**src/rtl/supersaw_pkg.sv**
```systemverilog
// Shared types, constants and helpers for the time-multiplexed supersaw oscillator.
package supersaw_pkg;

  typedef enum logic [1:0] {
    ST_IDLE = 2'd0,
    ST_RUN  = 2'd1,
    ST_DONE = 2'd2
  } state_t;

  localparam int DETUNE_N = 32;

  // Entry 0 is zero so voice 0 stays on the undetuned reference pitch.
  localparam logic [15:0] DETUNE [DETUNE_N] = '{
    16'd0,     16'd1333,  16'd2777,  16'd3077,  16'd4577,  16'd5336,  16'd6789,  16'd7612,
    16'd8111,  16'd9043,  16'd10267, 16'd11131, 16'd12409, 16'd13177, 16'd14503, 16'd15263,
    16'd16021, 16'd17389, 16'd18233, 16'd19477, 16'd20123, 16'd21611, 16'd22307, 16'd23869,
    16'd24413, 16'd25759, 16'd26597, 16'd27883, 16'd28429, 16'd29947, 16'd30713, 16'd31991
  };

  function automatic int clog2(input int value);
    int r;
    r = 0;
    while ((1 << r) < value) r++;
    return r;
  endfunction

endpackage

```
**src/rtl/supersaw_voice_inc.sv**
```systemverilog
// Combinational per-voice phase step: detuned increment added to the selected base phase.
module supersaw_voice_inc
  import supersaw_pkg::*;
#(
  parameter int ACC_W       = 32,
  parameter int PITCH_W     = 16,
  parameter int PITCH_SHIFT = 8,
  parameter int IDX_W       = 3
) (
  input  logic [ACC_W-1:0]   base,
  input  logic [PITCH_W-1:0] pitch,
  input  logic [7:0]         spread,
  input  logic [IDX_W-1:0]   index,
  output logic [ACC_W-1:0]   new_phase
);

  logic [4:0]       idx5;
  logic [15:0]      detune_inc;
  logic [ACC_W-1:0] inc;

  assign idx5 = 5'(index);

  // spread * DETUNE fits in 24 bits; the >> 8 scales full spread to roughly DETUNE itself.
  assign detune_inc = 16'(({16'd0, spread} * {8'd0, DETUNE[idx5]}) >> 8);

  assign inc       = (ACC_W'(pitch) << PITCH_SHIFT) + ACC_W'(detune_inc);
  assign new_phase = base + inc;

endmodule

```
**src/rtl/supersaw_mux.sv**
```systemverilog
// Supersaw oscillator: VOICES phase accumulators share one adder, summed into one sample per tick.
module supersaw_mux
  import supersaw_pkg::*;
#(
  parameter int VOICES      = 8,
  parameter int ACC_W       = 32,
  parameter int PITCH_W     = 16,
  parameter int PITCH_SHIFT = 8,
  parameter int SAMP_W      = 13,
  parameter int OUT_W       = 16
) (
  input  logic               clk,
  input  logic               resetn,
  input  logic               sample_tick,
  input  logic [PITCH_W-1:0] pitch,
  input  logic [7:0]         spread,
  input  logic               sync,
  output logic [OUT_W-1:0]   audio_out,
  output logic               audio_valid,
  output logic               overrun,
  output state_t             state_dbg
);

  localparam int IDX_W   = clog2(VOICES);
  localparam int SUM_W   = SAMP_W + IDX_W;
  localparam int STAG_SH = ACC_W - IDX_W;

  // Handshake: sample_tick is a request with no ready; a tick outside IDLE is dropped and
  // flagged on overrun one cycle later. audio_valid is a one-cycle strobe with no backpressure.

  state_t               state, state_next;
  logic [ACC_W-1:0]     phase_q [VOICES];
  logic [IDX_W-1:0]     idx_q;
  logic [SUM_W-1:0]     acc_q;
  logic [PITCH_W-1:0]   pitch_q;
  logic [7:0]           spread_q;
  logic                 sync_q;

  logic [ACC_W-1:0]     stagger_cur;
  logic [ACC_W-1:0]     base;
  logic [ACC_W-1:0]     new_phase;
  logic [SUM_W-1:0]     acc_sum;
  logic                 last;

  assign stagger_cur = ACC_W'(idx_q) << STAG_SH;
  assign base        = sync_q ? stagger_cur : phase_q[idx_q];
  assign acc_sum     = acc_q + SUM_W'(new_phase[ACC_W-1 -: SAMP_W]);
  assign last        = (idx_q == IDX_W'(VOICES - 1));
  assign state_dbg   = state;

  supersaw_voice_inc #(
    .ACC_W       (ACC_W),
    .PITCH_W     (PITCH_W),
    .PITCH_SHIFT (PITCH_SHIFT),
    .IDX_W       (IDX_W)
  ) u_voice_inc (
    .base      (base),
    .pitch     (pitch_q),
    .spread    (spread_q),
    .index     (idx_q),
    .new_phase (new_phase)
  );

  always_comb begin
    state_next = state;
    case (state)
      ST_IDLE: if (sample_tick) state_next = ST_RUN;
      ST_RUN:  if (last)        state_next = ST_DONE;
      ST_DONE:                  state_next = ST_IDLE;
      default:                  state_next = ST_IDLE;
    endcase
  end

  always_ff @(posedge clk or negedge resetn) begin
    if (!resetn) begin
      state       <= ST_IDLE;
      idx_q       <= '0;
      acc_q       <= '0;
      pitch_q     <= '0;
      spread_q    <= '0;
      sync_q      <= 1'b0;
      audio_out   <= '0;
      audio_valid <= 1'b0;
      overrun     <= 1'b0;
      for (int i = 0; i < VOICES; i++) phase_q[i] <= ACC_W'(i) << STAG_SH;
    end else begin
      state       <= state_next;
      audio_valid <= 1'b0;
      overrun     <= sample_tick && (state != ST_IDLE);
      case (state)
        ST_IDLE: begin
          if (sample_tick) begin
            pitch_q  <= pitch;
            spread_q <= spread;
            sync_q   <= sync;
            idx_q    <= '0;
            acc_q    <= '0;
          end
        end
        ST_RUN: begin
          phase_q[idx_q] <= new_phase;
          acc_q          <= acc_sum;
          idx_q          <= idx_q + IDX_W'(1);
          // Output is loaded on entry to DONE so it is visible during the DONE cycle itself.
          if (last) begin
            audio_out   <= acc_sum[SUM_W-1 -: OUT_W];
            audio_valid <= 1'b1;
          end
        end
        default: ;
      endcase
    end
  end

endmodule

```
**config.mk**
```make
export PLATFORM = sky130hd
export DESIGN_NAME = supersaw_mux
export DESIGN_NICKNAME = d
export VERILOG_FILES = /design/src/rtl/supersaw_pkg.sv /design/src/rtl/supersaw_voice_inc.sv /design/src/rtl/supersaw_mux.sv
export SDC_FILE = /design/constraint.sdc
export NUM_CORES = 1
export LEC_CHECK = 0
export ABC_CLOCK_PERIOD_IN_PS = 12000
export CAP_MARGIN = 10
export CORE_ASPECT_RATIO = 0.7
export CORE_MARGIN = 2
export CORE_UTILIZATION = 25
export DETAILED_ROUTE_END_ITERATION = 10
export GPL_TIMING_DRIVEN = 1
export PLACE_DENSITY = 0.4
export SLEW_MARGIN = 0
export SYNTH_ARGS = -nofsm -noshare
export SYNTH_HDL_FRONTEND = slang
export SYNTH_SLANG_ARGS = --single-unit
export TNS_END_PERCENT = 5
```
**constraint.sdc**
```tcl
create_clock -name clk -period 12 [get_ports clk]
set_input_delay 1.2 -clock clk [delete_from_list [all_inputs] [get_ports clk]]
set_output_delay 1.2 -clock clk [all_outputs]
set_load 0.01 [all_outputs]
```
## Yosys cells after proc, flatten, opt, wreduce, memory -nomap -nowiden

Memory sizes are Yosys's and may differ from the RTL's.
Index checks and enable logic that the tools add are counted.

| storage, ports and cells | value |
|---|---|
| flip-flop bits (word level) | 320 |
| bits in read-only memories | 512 |
| input bits | 28 |
| output and inout port bits | 20 |
| word-level logic and storage cells | 59 |
| memories | 1 |

Memories:

| name | depth | bits a word | rd ports | clocked after memory_dff | write ports | RTL line | RTL |
|---|---|---|---|---|---|---|---|
| (no name shown) | 32 | 16 | 1 | 0 | 0 | supersaw_voice_inc.sv:24 | `assign detune_inc = 16'(({16'd0, spread} * {8'd0, DETUNE[idx5]}) >> 8);` |

| cells by class | value |
|---|---|
| $add $sub $neg | 4 |
| multiply operators | 1 |
| magnitude comparators | 3 |
| equality and inequality tests | 4 |
| muxes and demuxes | 18 |
| bitwise operators | 2 |
| reduce and logical (&&, ||, !) cells | 9 |

Operators with widths:

| kind | number |
|---|---|
| $bwmux 256 | 1 |
| $mux 32 | 4 |
| $bmux 32 s3 | 1 |
| $demux 32 s3 | 1 |
| $mux 16 | 3 |
| $add 32x25->32 | 1 |
| $pmux 16 s2 | 1 |
| $add 24x16->25 | 1 |
| $mul 8x16->24 | 1 |
| $add 16x13->16 | 1 |
| $reduce_and 2->1 | 4 |
| $ge 6x6->1 const B | 1 |
| $not 3->6 | 1 |
| $pmux 3 s2 | 1 |
| $ge 4x4->1 const B | 1 |
| $lt 4x1->1 const B | 1 |
| $mux 2 | 2 |
| $ne 2x2->1 const B | 2 |
| $not 3->4 | 1 |
| $pmux 2 s2 | 1 |
| $reduce_bool 2->1 | 2 |
| $add 3x1->3 const B | 1 |
| $eq 3x3->1 const B | 1 |
| $mux 3 | 1 |
| other kinds (4) | 6 |

## Logic depth before layout (Yosys ltp)

| logic depth | value |
|---|---|
| depth after elaboration | 9 |
| depth in mapped cells | 48 |
| mapped depth without buffers | 45 |

## Cells and area by module

A second synthesis with hierarchy kept.

| second synthesis, totals | value |
|---|---|
| cell total of the unflattened synthesis | 1697 |
| area total of the unflattened synthesis | 19787.7 um^2 |

By module, submodules not included:

| module | times used | cells each | area an instance (um^2) | sequential area each (um^2) |
|---|---|---|---|---|
| supersaw_mux | 1 | 1032 | 14557.7 | 8022.7 |
| supersaw_voice_inc | 1 | 665 | 5230.0 | 0.0 |

## Worst setup path before layout

OpenSTA, ideal clock, no wires.

| timing path | value |
|---|---|
| path type | reg-to-reg |
| from | register idx_q[1] |
| to | register acc_q[12] |
| setup time | 0.138 ns |
| data arrival time | 9.700 ns |
| data required time | 11.862 ns |
| setup slack | 2.162 ns |
| cell stages (with the launch flop) | 46 |
| buffers on the path | 3 |
| clock period less this slack | 9.838 ns |
| path through | dfrtp_1 > buf_4 > buf_4 > inv_2 > buf_1 > ha_1 > mux2i_1 > and2_1 > fa_1 > fa_1 > fa_1 > inv_1 > fa_1 > inv_1 > ha_1 > a21o_1 > a21oi_1 > nand2b_1 > (+10 left out) > a21oi_1 > a21boi_1 > o21ai_0 > nand2_1 > xnor2_1 > inv_1 > ha_1 > inv_1 > fa_1 > nor2b_1 > o21a_1 > o21ai_0 > a21oi_1 > o2111ai_1 > nand2_1 > o41ai_1 > xor2_1 > o22ai_1 |

| on the way | value |
|---|---|
| cells in the longest elaborated chain, start to end | 9 |
| elaborated cells on any way between the ends | 14 |
| those cells by class | 3 x add/sub; 1 x mul; 7 x mux; 2 x bitwise; 1 x memory |

Ends and longest elaborated chain:

| what | RTL line | RTL |
|---|---|---|
| start: declaration | supersaw_mux.sv:33 | `logic [IDX_W-1:0] idx_q;` |
| start signal: assignment | supersaw_mux.sv:103 | `idx_q <= idx_q + IDX_W'(1);` |
| $not 3->6 (not written as such) | supersaw_voice_inc.sv:24 |  |
| $mem_v2 32x16 | - |  |
| $mux 16 (not written as such) (2 in series) | supersaw_voice_inc.sv:24 |  |
| $mul 8x16->24 | supersaw_voice_inc.sv:24 |  |
| $add 24x16->25 | supersaw_voice_inc.sv:26 | `assign inc = (ACC_W'(pitch) << PITCH_SHIFT) + ACC_W'(detune_inc);` |
| $add 32x25->32 * | supersaw_voice_inc.sv:27 | `assign new_phase = base + inc;` |
| net new_phase[19] | supersaw_mux.sv:41 | `logic [ACC_W-1:0] new_phase;` |
| $add 16x13->16 * | supersaw_mux.sv:47 | `assign acc_sum = acc_q + SUM_W'(new_phase[ACC_W-1 -: SAMP_W]);` |
| $pmux 16 s2 * | supersaw_mux.sv:90 | `case (state)` |
| end signal: assignment | supersaw_mux.sv:102 | `acc_q <= acc_sum;` |
| end: declaration | supersaw_mux.sv:34 | `logic [SUM_W-1:0] acc_q;` |

Mark *: on every way through the listed nets, which the timed path passes. The rest lies on a longest branch. The select of a mux whose other input is x is not followed.
A chain may end at the register's enable or synchronous reset.

## Final worst setup path

| timing path | value |
|---|---|
| from | register idx_q[0] |
| to | register acc_q[12] |

Same word-level chain as after synthesis.

==> metrics.txt <==
cells taking the most area after synthesis=sky130_fd_sc_hd__dfrtp_1 41%, sky130_fd_sc_hd__mux4_2 7.5%, sky130_fd_sc_hd__fa_1 7.1%; nature of the critical path startpoint=flip-flop; Tightest Pin Transition=about 0.94 ns; biggest fanout along the worst timing path=16; slowest CP cell=sky130_fd_sc_hd__mux2i_1; path type of the worst min-delay path=flip-flop to flip-flop; residual antenna-violating net count after detailed routing=0; cell with the most instances after synthesis=sky130_fd_sc_hd__nand2_1; total clock sinks=320; wire length per cell=17.35 um; Layout Skew=between 0.03 and 0.04 ns; Final Max Slew Viols=0; reg2reg setup slack=0.89 ns; Hold Vio Cnt, Final=0; count of vias placed by the detailed router=12850; final critical-path setup slack=0.8946 ns; GRT Total Usage=12.99%; Yosys warning total=0; number of global-route vias before repair=between 10000 and 15000; post-layout min period=about 11 ns; overflow left after global routing=0; number of H-tree levels=2; Seq/Total Area, Yosys=42.39%; die width=332.9 um; post-synth design cell area=about 19000 sq um; Final Setup Violations=0; outcome=finished, final reports clean; fraction of final layout cells sized beyond drive strength 1=between 10 and 15%; placement-stage cell area=a little over 20000 sq um; Clock transition at path regs=0.06 ns; clock buffer depth=3; global-route wire length before repair=79.19 mm; area added between synthesis and finish=14.01%; Synth top area share=40.72%; Final Cycle Share=92.54%; max-cap violation count=0; type of destination of the critical path=flip-flop; core outline area=around 75000 sq um; die extent in y=roughly 230 um; worst slew margin relative to its limit=~38%; Inserted Clock Buffers=38; count of flip-flops with a built-in enable after synthesis=0; initial cell density of the core=25.22%; mean number of vias per cell=about 4.5; filler instances=7848; Die Footprint=77950 sq um; worst r2r dst=acc_q[12]; Pre-Repair DR Iteration Count=4; final estimated routing congestion in global placement=0.7946; number of primary I/O pins=48; number of setup buffers added after CTS=0; DRC Markers=0; clock insertion delay at the later pin of the skew report=0.56 ns; Gate Count Post-Synth=1825; Antenna Cells=0; commonest cells in the synthesized netlist=357 x sky130_fd_sc_hd__nand2_1, 308 x sky130_fd_sc_hd__dfrtp_1, 223 x sky130_fd_sc_hd__o21ai_0; num rows=84; maximum frequency from static timing analysis=90.05 MHz; Data arrival, critical path=approximately 11 ns; net total in the final layout=~2000; cell repeated most along the worst path=sky130_fd_sc_hd__fa_1; worst setup slack after placement=0.6156 ns; clock root cell=sky130_fd_sc_hd__clkbuf_16; number of unique standard cell types used by synthesis=74; final core utilization=approximately 29%; Synth Register Bits=between 300 and 400; reg2reg path depth=42; setup repair after global routing missed its margin=false; number of DRC markers after the initial detailed-route iteration=617; number of antenna violations at the first check in global routing=0; most instantiated flip-flop cell in the synthesis netlist=sky130_fd_sc_hd__dfrtp_1; Critical Path Max Stage Delay=0.55 ns; endpoint required time on the critical path=around 12 ns; largest net degree at the start of global routing=71; Final TNS setup=0 ns; Synthesized Nets=2022; cell taking the most area after synthesis=sky130_fd_sc_hd__dfrtp_1; average size of a mapped cell=10.37 sq um; cell area after layout=21580 sq um; endpoint of the most critical setup path=acc_q[12]; dpl hpwl=32.35 mm; CP startpoint=idx_q[0]; share of flip-flops with an asynchronous set or reset after synthesis=100.0%; FF-to-FF Start=idx_q[0]; CTS tree=yes; number of input and output port buffers inserted=47; Routed Wire Length=49.39 mm; critical path type=flip-flop to flip-flop
-- through the flow --
| step | std cells | hold WS [ns] |
|---|---|---|
| global route | 2846 | 0.4873 |
| floorplan | 1825 | 0.4433 |
| CTS | 2846 | 0.4641 |
| global placement | 2783 | 0.4517 |
| finish | 2846 | 0.4612 |
| detailed placement | 2783 | 0.4560 |
-- timing repair --
action	CTS	global route
resized for setup	0	2
hold buffers	0	0
setup endpoints to repair	0	5
-- flip-flops by register name (all words and copies together), names as in the netlist --
name / flops
idx_q: 3
overrun: 1
state_dbg: 2
sync_q: 1
spread_q: 8
acc_q: 16
audio_valid: 1
audio_out: 16
phase_q: 256
pitch_q: 16
-- cell usage in the layout (no fill, tap or decap), types with 11 or more instances in the layout --
cell	Yosys	layout
sky130_fd_sc_hd__nor2b_1	14	14
sky130_fd_sc_hd__inv_1	115	115
sky130_fd_sc_hd__dfstp_2	12	12
sky130_fd_sc_hd__nand2b_1	14	14
sky130_fd_sc_hd__xnor2_1	22	21
sky130_fd_sc_hd__nor2_1	49	49
sky130_fd_sc_hd__o21ai_1	41	41
sky130_fd_sc_hd__xor2_1	20	20
sky130_fd_sc_hd__nand2_1	357	354
sky130_fd_sc_hd__clkbuf_1	73	11
sky130_fd_sc_hd__fa_1	67	67
sky130_fd_sc_hd__buf_4	2	21
sky130_fd_sc_hd__o21ai_0	223	223
sky130_fd_sc_hd__clkbuf_16	0	38
sky130_fd_sc_hd__and2_1	33	33
sky130_fd_sc_hd__mux2_2	65	65
sky130_fd_sc_hd__o21a_1	12	12
sky130_fd_sc_hd__a21oi_1	54	54
sky130_fd_sc_hd__mux4_2	63	63
sky130_fd_sc_hd__dfrtp_1	308	304
sky130_fd_sc_hd__o22ai_1	13	13
sky130_fd_sc_hd__a21o_1	21	21
sky130_fd_sc_hd__ha_1	102	102
sky130_fd_sc_hd__clkdlybuf4s50_1	0	46
-- final cells by class --
cell class                 count  area, sq um  share of cell area, %
sequential                   320         8033                  37.23
clock buffer                  54         1061                  4.917
tap                          989         1237                  5.735
clock inverter                 9        88.84                 0.4117
timing repair buffer          68        633.1                  2.934
inverter                     117        439.2                  2.035
multi-input combinational   1289        10080                  46.74
-- critical path, delay by kind of cell, from the launching register on --
| family | cells | cell delay (ns) |
|---|---|---|
| compound gates | 15 | 3.33 |
| fa+ha+maj | 10 | 4.14 |
| buf+inv | 5 | 0.62 |
| xor+xnor | 3 | 0.79 |
| simple gates | 8 | 0.93 |
| flops | 1 | 0.54 |
| mux | 1 | 0.55 |
-- metal layers --
metal / global-route usage, % / vias up / wire length [um] / part of all wire [%]
li1: - / 6234 / - / -
met1: 19.09 / 6406 / 25600 / 52
met2: 19.90 / 143 / 21410 / 43
met3: 2.051 / 63 / 1451 / 2.9
met4: 3.210 / 0 / 930 / 1.9
met5: 0 / - / 0 / 0
-- cell families after synthesis --
| group | synth area share, % |
|---|---|
| DFF | 42.39 |
| AOI/OAI and AO/OA | 12.36 |
| muxes | 11.93 |
| adders and majority gates | 13.83 |
| buffers and inverters | 4.581 |
| and+or+nand+nor | 11.98 |
| xor gates and xnor gates | 2.922 |
-- worst min-delay path by stage --
stage / startpoint / to / slack, ns / cells past startpoint
final: phase_q[31] / phase_q[31] / 0.46 / 2
after global routing: phase_q[93] / phase_q[93] / 0.49 / 2
after CTS: phase_q[62] / phase_q[62] / 0.46 / 2
after detailed placement: phase_q[62] / phase_q[62] / 0.46 / 2
after global placement: phase_q[63] / phase_q[63] / 0.45 / 2
after floorplan: phase_q[127] / phase_q[127] / 0.44 / 2
Power is left out: the tool's default activity adds up to more than one toggle a clock period on the data nets, which glitch-free logic cannot reach.
